### config.mk
export PLATFORM = sky130hd
export DESIGN_NAME = sort_oet_seq
export DESIGN_NICKNAME = d
export VERILOG_FILES = /design/src/rtl/sort_pkg.sv /design/src/rtl/sort_cmp_swap.sv /design/src/rtl/sort_oet_seq.sv
export SDC_FILE = /design/constraint.sdc
export NUM_CORES = 1
export LEC_CHECK = 0
export CORE_UTILIZATION = 55
export DETAILED_ROUTE_END_ITERATION = 10
export MAX_ROUTING_LAYER = met4
export PLACE_DENSITY = 0.86
export SETUP_SLACK_MARGIN = 0.5
export SYNTH_ARGS = -nofsm -noshare
export SYNTH_HDL_FRONTEND = slang
export SYNTH_SLANG_ARGS = --single-unit
### constraint.sdc
create_clock -name clk -period 6.65 [get_ports clk]
set_input_delay 0.665 -clock clk [delete_from_list [all_inputs] [get_ports clk]]
set_output_delay 0.665 -clock clk [all_outputs]
set_load 0.01 [all_outputs]
### src/rtl/sort_pkg.sv
// sort_pkg: shared FSM state type and phase helper for the odd-even transposition sorter
package sort_pkg;
  typedef enum logic [1:0] {S_IDLE, S_SORT, S_DONE} state_t;
  function automatic logic pair_base(input int unsigned phase);
    return (phase & 1) != 0;
  endfunction
endpackage

### src/rtl/sort_cmp_swap.sv
// sort_cmp_swap: one compare-exchange cell; swaps only on strict order violation
module sort_cmp_swap #(
  parameter int W = 4
) (
  input  logic [W-1:0] lo,
  input  logic [W-1:0] hi,
  input  logic         desc,
  output logic [W-1:0] lo_o,
  output logic [W-1:0] hi_o,
  output logic         swapped
);
  assign swapped = desc ? (lo < hi) : (lo > hi);
  assign lo_o = swapped ? hi : lo;
  assign hi_o = swapped ? lo : hi;
endmodule

### src/rtl/sort_oet_seq.sv
// sort_oet_seq: sequential odd-even transposition sorter, one phase per clock,
// early exit after two consecutive swap-free phases
module sort_oet_seq
  import sort_pkg::*;
#(
  parameter int W = 4,
  parameter int N = 4,
  localparam int CW = $clog2(N + 1)
) (
  input  logic           clk,
  input  logic           rst_n,
  input  logic           in_valid,
  output logic           in_ready,
  input  logic [N*W-1:0] in_data,
  input  logic           in_desc,
  output logic           out_valid,
  input  logic           out_ready,
  output logic [N*W-1:0] out_data,
  output logic [CW-1:0]  out_phases,
  output logic           busy
);
  state_t state, state_n;
  logic [W-1:0] k [N];
  logic [W-1:0] nk [N];
  logic [W-1:0] lo_i [N/2];
  logic [W-1:0] hi_i [N/2];
  logic [W-1:0] lo_o [N/2];
  logic [W-1:0] hi_o [N/2];
  logic [N/2-1:0] sw;
  logic [CW-1:0] phase;
  logic desc, hist, fin, b, quiet;
  assign b = pair_base(32'(phase));
  assign quiet = ~|sw;
  // odd phases reuse the same cells; an out-of-range odd pair compares a key with itself
  for (genvar i = 0; i < N/2; i++) begin : g_cmp
    localparam int OH = (2*i + 2 < N) ? 2*i + 2 : 2*i + 1;
    assign lo_i[i] = b ? k[2*i+1] : k[2*i];
    assign hi_i[i] = b ? k[OH] : k[2*i+1];
    sort_cmp_swap #(.W(W)) u_cs (
      .lo(lo_i[i]),
      .hi(hi_i[i]),
      .desc(desc),
      .lo_o(lo_o[i]),
      .hi_o(hi_o[i]),
      .swapped(sw[i])
    );
  end
  for (genvar j = 0; j < N; j++) begin : g_key
    logic [W-1:0] ev, od;
    if (j % 2 == 0 && j + 1 < N) begin : g_ev_lo
      assign ev = lo_o[j/2];
    end else if (j % 2 == 1) begin : g_ev_hi
      assign ev = hi_o[j/2];
    end else begin : g_ev_keep
      assign ev = k[j];
    end
    if (j % 2 == 1 && j + 1 < N) begin : g_od_lo
      assign od = lo_o[j/2];
    end else if (j % 2 == 0 && j > 0) begin : g_od_hi
      assign od = hi_o[(j-1)/2];
    end else begin : g_od_keep
      assign od = k[j];
    end
    assign nk[j] = b ? od : ev;
    assign out_data[j*W +: W] = k[j];
  end
  always_ff @(posedge clk or negedge rst_n) begin
    if (!rst_n) begin
      state <= S_IDLE;
      phase <= '0;
      desc  <= 1'b0;
      hist  <= 1'b0;
      fin   <= 1'b0;
      for (int j = 0; j < N; j++) k[j] <= '0;
    end else begin
      state <= state_n;
      if (state == S_IDLE && in_valid) begin
        for (int j = 0; j < N; j++) k[j] <= in_data[j*W +: W];
        desc  <= in_desc;
        phase <= '0;
        hist  <= 1'b0;
        fin   <= 1'b0;
      end else if (state == S_SORT && !fin) begin
        for (int j = 0; j < N; j++) k[j] <= nk[j];
        phase <= phase + 1'b1;
        hist  <= quiet;
        fin   <= (phase == CW'(N - 1)) || (hist && quiet);
      end
    end
  end
  // the exit decision is registered, so DONE follows the last phase by one cycle
  always_comb begin
    state_n = state;
    state_n = (state == S_IDLE && in_valid)  ? S_SORT :
              (state == S_SORT && fin)       ? S_DONE :
              (state == S_DONE && out_ready) ? S_IDLE : state;
  end
  assign in_ready   = state == S_IDLE;
  assign out_valid  = state == S_DONE;
  assign busy       = state == S_SORT;
  assign out_phases = phase;
endmodule

==> impl_results.md, run 1 <==
* Outcome: complete, no violations
* CTS Hold Bufs at 0
* Syn Inst Count at approximately 220
* Dpl cell area at about 0.0024 mm^2
* Number of global-route vias before repair at 1574
* Post-CTS Resized at 0
* Register bit total from synthesis at 24
* Post-layout utilization of the core at 0.713
* Number of flops mapped to enable cells by yosys at 0
* Post-route cell area at ~0.0024 mm^2
* Dpl hpwl at approximately 3.5 mm
* Initial Util at 0.581
* Required @ worst endpoint at roughly 6.9 ns
* Worst setup path end: g_key[3].od[0]
* Max rail drop VDD at 365 uV
* Top post-synthesis cells by area: dfrtp_1 31%, mux2i_1 11%, ha_1 6.4%, a21oi_1 5.6%, nand2_1 4.6%
* Tmin final at around 3.1 ns
* Detailed Routing Iterations Pass 1 at 4
* Pins Over Slew Limit at 0
* Total Routing Usage GR at 0.279
* Crit path arrival time at 3.34 ns
* Synth cell count leaders: 24 x dfrtp_1, 24 x nand2_1, 22 x a21oi_1
* Cells on worst reg2reg path at 7
* Crit Reg-Reg Endpoint: g_key[3].od[0]
* Layout cells sized above 1 at 0.0859
* Synth top area share at 0.305
* Max H-tree Level at 1
* Clk buf depth at 2
* Clock sinks at 24
* CP Launch Point: out_phases[0]
* Largest net degree at the start of global routing at 25
* WL met1 at ~2.1 mm
* Worst skew pair latency at 0.34 ns
* Seq/Total Area, Yosys at 0.305
* GPL Wtd Cong at 0.904
* Worst setup EP type: flop
* Post CTS Setup Buffer Count at 0
* Core area at between 0.003 and 0.004 mm^2
* Crit path top cell by count: mux2_4
* Fmax at 321 MHz
* Crit-path slowest cell: dfrtp_1
* Async set-reset flop share out of synthesis at 1.00
* CTS Buf Count at 3
* Routed wl met2 at 2.30 mm
* First-pass GRT wire length at between 7 and 8 mm
* Initial antenna violation count at 0
* Worst Setup Start Kind: flop
* Synth warn at 0
* Syn_area_per_cell at between 8 and 9 um^2
* Worst-Margin Slew at 1.15 ns
* Die height at just over 60 um
* PwrDens at ~650 mW/mm^2
* Cell variety after synth at 43
* Reg-to-reg slack, setup at ~3.5 ns
* Worst path max stage delay at approximately 0.94 ns
* # setup viols final at 0
* # nets final at about 290
* Worst Skew at about 0.014 ns
* Worst-path cell chain: mux2_2, ha_1, a21oi_1, nand2_2, mux2_4, o21ai_4, mux2_4
* Kind of critical path: flop to flop
* Vias at 1836
* Final ANT Viol Nets at 0
* Syn Std Cell Area at roughly 0.0020 mm^2
* Layout area overhead at 22.8%
* Max_cap viols at 0
* CTS Root Cell: clkbuf_4
* Slew margin rel. at 0.229
* Leakage at ~0.0011 uW
* Final critical-path share of the clock period at 0.469
* Setup TNS Final at 0 ns
* Die area at between 0.003 and 0.004 mm^2
* DP Cell Count at slightly below 300
* WL met3 at between 300 and 400 um
* Reg-to-reg critical path startpoint: out_phases[0]
* IO Count at 43
* Yosys top cell by area: dfrtp_1
* Post-route DRC at 0
* Avg WL per Cell at roughly 16 um
* Uppermost routed layer: met4
* Hold Worst Slack at approximately 0.55 ns
* Non-filler cells, final at just over 300
* Ys flop type: dfrtp_1
* Total length of routed wires at 4.86 mm
* First DRT Iteration DRCs at 98
* Site Rows at 21
* Syn_nets at around 250
* Final Hold Fails at 0
* CTS tree: done
* Worst-path clk slew at approximately 0.15 ns
* Detail-routed via count per cell at ~6
* Max FO, Critical Path at 24
* Antenna fix cells at 0
* RSZ-0062 raised after global routing: no
* Chip width at 61.8 um
* Hold Path Class: flop to flop
* Total gr overflow at 0
* PortBufs at 42
flip-flops by register name, indices dropped and copies added (netlist names):
register    cells
hist            1
out_phases      3
out_data        8
state           2
desc            1
fin             1
g_key.od        8
report_power, final:
part / switching (uW) / total, uW / leakage, uW / internal, uW
Sequential: 120 / 335 / 0.000276 / 215
Combinational: 599 / 1150 / 0.000763 / 552
Clock: 48.6 / 82.2 / 0.0000210 / 33.6
Total: 768 / 1570 / 0.00106 / 800
metal layers:
layer | global-route usage | vias to the layer above
li1 | - | 875
met1 | 0.367 | 871
met2 | 0.425 | 83
met3 | 0.0455 | 7
met4 | 0.114 | 0
met5 | - | -
per-stage QoR:
step	setup slack, ns	power (uW)
floorplan	4.02	1180
global placement	3.70	1440
detailed placement	3.62	1470
CTS	3.59	1560
global route	3.42	1700
finish	3.53	1570
layout make-up:
class / instances / area (um^2)
Multi-Input combinational cell: 173 / 1250
Fill cell: 280 / 972
Sequential cell: 24 / 601
Timing Repair Buffer: 42 / 420
Tap cell: 46 / 57.6
Inverter: 13 / 48.8
Clock buffer: 4 / 36.3
placed cells by master (no fill, tap or decap), types with 3 or more instances in the layout:
cell	instances
o22ai_1	5
dfrtp_1	24
mux2_2	4
nand2b_1	4
a211o_1	3
ha_1	10
a21oi_1	22
nand2_1	24
o21a_1	7
a22o_1	4
inv_1	13
mux2i_1	21
nor2b_1	12
o221ai_1	3
o21ai_0	8
o31ai_1	4
a211oi_1	4
o22a_1	3
nor2_1	9
clkdlybuf4s50_1	42
nand3_1	3
clkbuf_4	3
worst min path at each step:
stage | start | to | slack [ns] | depth (start not counted)
final | fin | state[0] | 0.55 | 1
after global routing | hist | hist | 0.59 | 2
after CTS | fin | state[0] | 0.55 | 1
after detailed placement | out_phases[2] | out_phases[2] | 0.53 | 2
after global placement | out_phases[2] | out_phases[2] | 0.52 | 2
after floorplan | rst_n | desc | 0.37 | 0
cells by family after synthesis:
kind of cell / Yosys count / synth area share
buffers and inverters: 25 / 0.0579
and+or+nand+nor: 63 / 0.163
muxes: 27 / 0.145
adders and majority gates: 10 / 0.0636
DFF: 24 / 0.305
AOI/OAI and AO/OA: 73 / 0.265
worst max-delay path, delay by kind of cell, from the launching register on:
kind                     cells  cell delay, ns
AO/OA/AOI/OAI                2            0.50
flip-flops                   1            0.94
multiplexers                 3            1.07
adder cells (fa/ha/maj)      1            0.29
AND/OR/NAND/NOR              1            0.19
Note: power is estimated with default switching activity, not from simulation.
==> run 2, diff against run 1 <==
Settings changed: CORE_UTILIZATION 55 to 46, PLACE_DENSITY 0.86 to 0.77.
Clock period 6.65 ns to 2.5 ns, I/O delays scaled along.
==> run 2 against run 1 <==
Net effect:
- hold slack lost 0.22 ns
- register-to-register slack lost 3.5 ns
- design area grew 30%
- flip-flop and latch count is the same
- count of clock-buffer cells in the layout shrank 1
- sequential share of layout area shrank 5.7 points
- maximum frequency grew 26%
- first-iteration DRC count shrank 10%
- largest cell class unchanged
- die area grew 19%
- routed wire length grew 31%
- via count grew 10%
- global-route usage grew 3.1 points
==> impl_results.md, run 2 (same netlist as run 1, synthesis figures left out) <==
* Reg-to-reg critical path startpoint: out_phases[0]
* Max H-tree Level at 1 (unchanged)
* PortBufs at 42 (unchanged)
* Detail-routed via count per cell at 5.81 (-4.5%)
* Kind of critical path: flop to flop
* Vias at 2027 (+10%)
* Tmin final at 2.48 ns (-0.639 ns)
* Most common cell after layout, fill and taps aside: clkdlybuf4s50_1
* Final Hold Fails at 0 (unchanged)
* Die area at 0.00454 mm^2 (+19%)
* Final ANT Viol Nets at 0 (unchanged)
* Total Routing Usage GR at 0.310 (+0.0313)
* CTS Buf Count at 3 (unchanged)
* Clk buf depth at 2 (unchanged)
* CTS tree: done
* Total length of routed wires at 6.39 mm (+31%)
* Fmax at 404 MHz (+26%)
* Largest net degree at the start of global routing at 25 (unchanged)
* Required @ worst endpoint at 2.67 ns (-4.20 ns)
* Core area at 0.00406 mm^2 (+20%)
* Pins Over Slew Limit at 0 (unchanged)
* Clock sinks at 24 (unchanged)
* Avg WL per Cell at 18.3 um (+14%)
* Met2 Track Usage GR at 0.535 (+0.110)
* Post-route DRC at 0 (unchanged)
* Dpl cell area at 0.00262 mm^2 (+10%)
* DP Cell Count at 324 (+8.7%)
* First DRT Iteration DRCs at 88 (-10%)
* Layout cells sized above 1 at 0.308 (+0.222)
* Detailed Routing Iterations Pass 1 at 4 (unchanged)
* IO Count at 43 (unchanged)
* Worst Skew at 0.00771 ns (-0.00656 ns)
* Slew margin rel. at 0.657 (+0.428)
* Crit path arrival time at 2.65 ns (-0.69 ns)
* Grt met1 use at 0.376 (+0.00890)
* Hold Path Class: primary input to async pin
* Most frequent cells in the layout: 42 x clkdlybuf4s50_1, 32 x buf_4, 23 x nand2_1, 23 x dfrtp_1, 19 x mux2i_1
* Chip width at 67.4 um (+9.0%)
* Die height at 67.4 um (+9.0%)
* Max FO, Critical Path at 5 (-79%)
* RSZ-0062 raised after global routing: yes
* Max_cap viols at 0 (unchanged)
* Worst skew pair latency at 0.28 ns (-0.06 ns)
* Grt met3 use at 0.0287 (-0.0168)
* Non-filler cells, final at 349 (+16%)
* First-pass GRT wire length at 10.0 mm (+36%)
* # nets final at 331 (+15%)
* Worst setup EP type: flop
* Cells on worst reg2reg path at 9 (+2)
* Post-route cell area at 0.00314 mm^2 (+30%)
* Initial antenna violation count at 0 (unchanged)
* Outcome: complete, no violations
* Final critical-path share of the clock period at 0.991 (+0.522)
* Crit Reg-Reg Endpoint: g_key[3].od[0]
* Dpl hpwl at 4.12 mm (+17%)
* Worst Setup Start Kind: flop
* Total gr overflow at 0 (unchanged)
* GPL Wtd Cong at 0.935 (+3.4%)
* Reg-to-reg slack, setup at 0.02 ns (-3.51 ns)
* Worst-Margin Slew at 0.513 ns (-0.640 ns)
* Layout area overhead at 59.3%
* CTS Root Cell: clkbuf_8
* Antenna fix cells at 0 (unchanged)
* Gr busiest metal: met2
* Site Rows at 23 (+9.5%)
* # setup viols final at 0 (unchanged)
* Initial Util at 0.485 (-0.0956)
* Worst-path clk slew at 0.10 ns (-0.05 ns)
* Number of global-route vias before repair at 1971 (+25%)
run 2: changes by cell type in the layout (fill, tap and decap cells not counted), sizes merged:
| cell | previous run | this run |
|---|---|---|
| buf | 0 | 42 |
| bufinv | 0 | 1 |
| nand2 | 26 | 27 |
| clkbuf | 4 | 3 |
run 2: worst max-delay path, stage by stage, from the launching register on:
cell,delay [ns]
dfrtp_2,0.46
buf_12,0.15
mux2_4,0.31
ha_4,0.29
nand2_4,0.05
o21bai_4,0.18
o2bb2ai_4,0.17
mux2_4,0.28
o21ai_4,0.16
mux2_4,0.31
run 2: metrics by stage:
stage	setup WS, ns	TNS (ns)	utilization	hold slack, ns
finish	0.0224	0	0.773	0.327
global route	-0.0385	-0.200	0.773	0.371
CTS	0.0438	0	0.753	0.342
detailed placement	-0.0311	-0.0778	0.646	0.529
global placement	0.0485	0	0.646	0.525
floorplan	0.00547	0	-	-0.0456
run 2: area by class of cell:
| cell class | count | area, um^2 |
|---|---|---|
| Inverter | 13 | 48.8 |
| Clock buffer | 3 | 41.3 |
| Clock inverter | 1 | 30.0 |
| Multi-Input combinational cell | 174 | 1560 |
| Timing Repair Buffer | 84 | 791 |
| Sequential cell | 24 | 602 |
| Tap cell | 50 | 62.6 |
| Fill cell | 263 | 922 |
run 2: worst max-delay path by stage:
| stage | end | depth (start not counted) | startpoint |
|---|---|---|---|
| global route | g_key[3].od[0] | 9 | out_phases[0] |
| detailed placement | out_data[11] | 10 | out_phases[0] |
| CTS | g_key[3].od[0] | 9 | out_phases[0] |
| global placement | out_data[8] | 11 | out_phases[0] |
| finish | g_key[3].od[0] | 9 | out_phases[0] |
| floorplan | out_data[11] | 10 | out_phases[0] |
run 2: routing by layer:
metal / vias to the layer above / share of wire
li1: 966 / -
met1: 975 / 0.42
met2: 71 / 0.51
met3: 15 / 0.043
met4: 0 / 0.026
met5: - / 0
run 2: what timing repair did:
action	in CTS	in global routing
hold buffers	0	0
resized for setup	38	8
gates cloned	1	0
setup buffers	17	3
pin swaps	19	6
setup endpoints to repair	18	18
Power of run 2 is not shown: default switching activity piles up to over one toggle a cycle in this logic, so the estimate is an artifact.
==> patch (flow settings as in run 2) <==
Make the reset (`rst_n`) synchronous in one clocked block.
--- a/src/rtl/sort_oet_seq.sv
+++ b/src/rtl/sort_oet_seq.sv
@@ -66,3 +66,3 @@
   end
-  always_ff @(posedge clk or negedge rst_n) begin
+  always_ff @(posedge clk) begin
     if (!rst_n) begin
Formal check against the unedited RTL: differs if rst_n is asserted again (counterexample within 4 cycles, from zero or initial values and one cycle with rst_n low); with rst_n held inactive, the same outputs for 10 cycles.
==> patch against run 2 <==
  * The run now ends with negative setup slack left
  * Via count down 5.0%
  * Critical path depth up 3
  * Sequential cell count unchanged
  * Largest cell class unchanged
  * Cell count down 8.3%
  * Worst setup slack worse by 37 ps
  * Critical endpoint is now k[0][2]
  * Area after synthesis down 4.8%
  * Cell area down 2.8%
  * Routed wire length down 1.1%
==> patch: results (changes against run 2) <==
| Metric | Value |
|---|---|
| Outcome | `finished with violations (was finished clean)` |
| Wirelength, routed | `6.32 mm (was 6.39 mm)` |
| GR Layer Usage met1 | `37.3% (was 37.6%)` |
| Drt initial violations | `205 (was 88)` |
| Critical path capture point | `k[0][2] (was g_key[3].od[0])` |
| Netlist cell types | `41 (was 43)` |
| Pin count of the biggest net entering global routing | `14 (was 25)` |
| Half-perimeter wire length of the detailed placement result | `3.90 mm (was 4.12 mm)` |
| Top cells by count, synth | `27 x sky130_fd_sc_hd__nand2_1, 22 x sky130_fd_sc_hd__mux2i_1, 16 x sky130_fd_sc_hd__edfxtp_1, 15 x sky130_fd_sc_hd__o21ai_0 (was 24 x sky130_fd_sc_hd__dfrtp_1, 24 x sky130_fd_sc_hd__nand2_1, 22 x sky130_fd_sc_hd__a21oi_1, 21 x sky130_fd_sc_hd__mux2i_1, 13 x sky130_fd_sc_hd__inv_1)` |
| Setup violations, final | `2 (was 0)` |
| Critical-path maximum fanout | `10 (was 5)` |
| Number of synthesized flops with an enable pin | `16 (was 0)` |
| Synthesized net count | `230 (was 253)` |
| Via count of the first global-routing pass | `1,831 (was 1,971)` |
| Sequential cell area fraction in the yosys report | `34.2% (was 30.5%)` |
| HP Class | `register to register (was input port to asynchronous set/reset pin)` |
| Net count, final | `304 (was 331)` |
| Arrival time of the worst setup path | `2540 ps (was 2650 ps)` |
| Fraction of the mapped netlist area in adder cells | `6.68% (was 6.36%)` |
| Top cells by area in the synthesized netlist | `sky130_fd_sc_hd__edfxtp_1 26%, sky130_fd_sc_hd__mux2i_1 12%, sky130_fd_sc_hd__dfxtp_1 8.5% (was sky130_fd_sc_hd__dfrtp_1 31%, sky130_fd_sc_hd__mux2i_1 11%, sky130_fd_sc_hd__ha_1 6.4%)` |
| Tightest slew margin relative to the limit | `54.3% (was 65.7%)` |
| Async set-reset flop share out of synthesis | `0% (was 100%)` |
| Post-placement setup slack | `-82.6 ps (was -31.1 ps)` |
| Wire length of the first global-routing pass | `9.16 mm (was 10.0 mm)` |
| Post-layout worst setup margin | `-14.6 ps (was 22.4 ps)` |
| FF-to-FF Start | `out_phases[0] (unchanged)` |
| All-Layer GR Usage | `29.2% (was 31.0%)` |
| Violations in the final reports | `negative setup slack` |
| Post-Route Skew | `3.43 ps (was 7.71 ps)` |
## patch: power groups by stage
stage | Clock, W | Combinational [W] | Sequential (W)
after floorplan | 0 | 0.000680 | 0.000544
after global placement | 0 | 0.00103 | 0.000540
after detailed placement | 0 | 0.00105 | 0.000541
after CTS | 0.000285 | 0.00121 | 0.000538
after global routing | 0.000295 | 0.00153 | 0.000548
final | 0.000282 | 0.00145 | 0.000544
## patch: layout make-up
type                    instances  area [um2]
inverters                      10        37.5
clock buffers                   4        55.1
fillers                       229         723
well taps                      48        60.1
multi-input cells             151        1440
repair buffers                 83         812
flip-flops and latches         24         644
## patch: critical path, stage by stage (launching register included)
cell,delay [ps]
sky130_fd_sc_hd__dfxtp_4,400
sky130_fd_sc_hd__buf_6,140
sky130_fd_sc_hd__buf_4,140
sky130_fd_sc_hd__nand2_4,60
sky130_fd_sc_hd__nand2_2,90
sky130_fd_sc_hd__ha_4,290
sky130_fd_sc_hd__nand2_2,80
sky130_fd_sc_hd__a21oi_4,210
sky130_fd_sc_hd__nor2_4,80
sky130_fd_sc_hd__mux2i_4,200
sky130_fd_sc_hd__buf_12,180
sky130_fd_sc_hd__nand2b_4,140
sky130_fd_sc_hd__a32o_1,260
## patch: how the worst min path moves through the flow
stage | startpoint | to | slack, ps | cells after the start
2_1_floorplan | in_desc | desc | 410 | 2
3_3_place_gp | hist | hist | 450 | 1
3_5_place_dp | hist | hist | 480 | 1
4_1_cts | hist | fin | 500 | 2
5_1_grt | hist | fin | 530 | 2
6_report | out_phases[2] | out_phases[2] | 500 | 2
## patch: what timing repair did
action	in CTS	in global routing
setup endpoints to repair	18	18
pin swaps	8	11
buffers inserted	7	5
gates resized for setup	24	18
gates cloned	1	0
## patch: layer usage
layer	vias to the layer above	wire (um)
li1	880	-
met1	955	2740
met2	77	2970
met3	14	378
met4	0	222
met5	-	0
## patch: cells by family after synthesis
group           count (synthesis)
simple gates                   65
compound gates                 50
fa+ha+maj                      10
flops                          24
buf+inv                        24
mux                            26
## patch: metrics by stage
stage / area, um2 / hold WS [ps]
floorplan: 2020 / 406
global placement: 2640 / 450
detailed placement: 2640 / 483
CTS: 2910 / 504
global route: 3050 / 527
finish: 3050 / 501
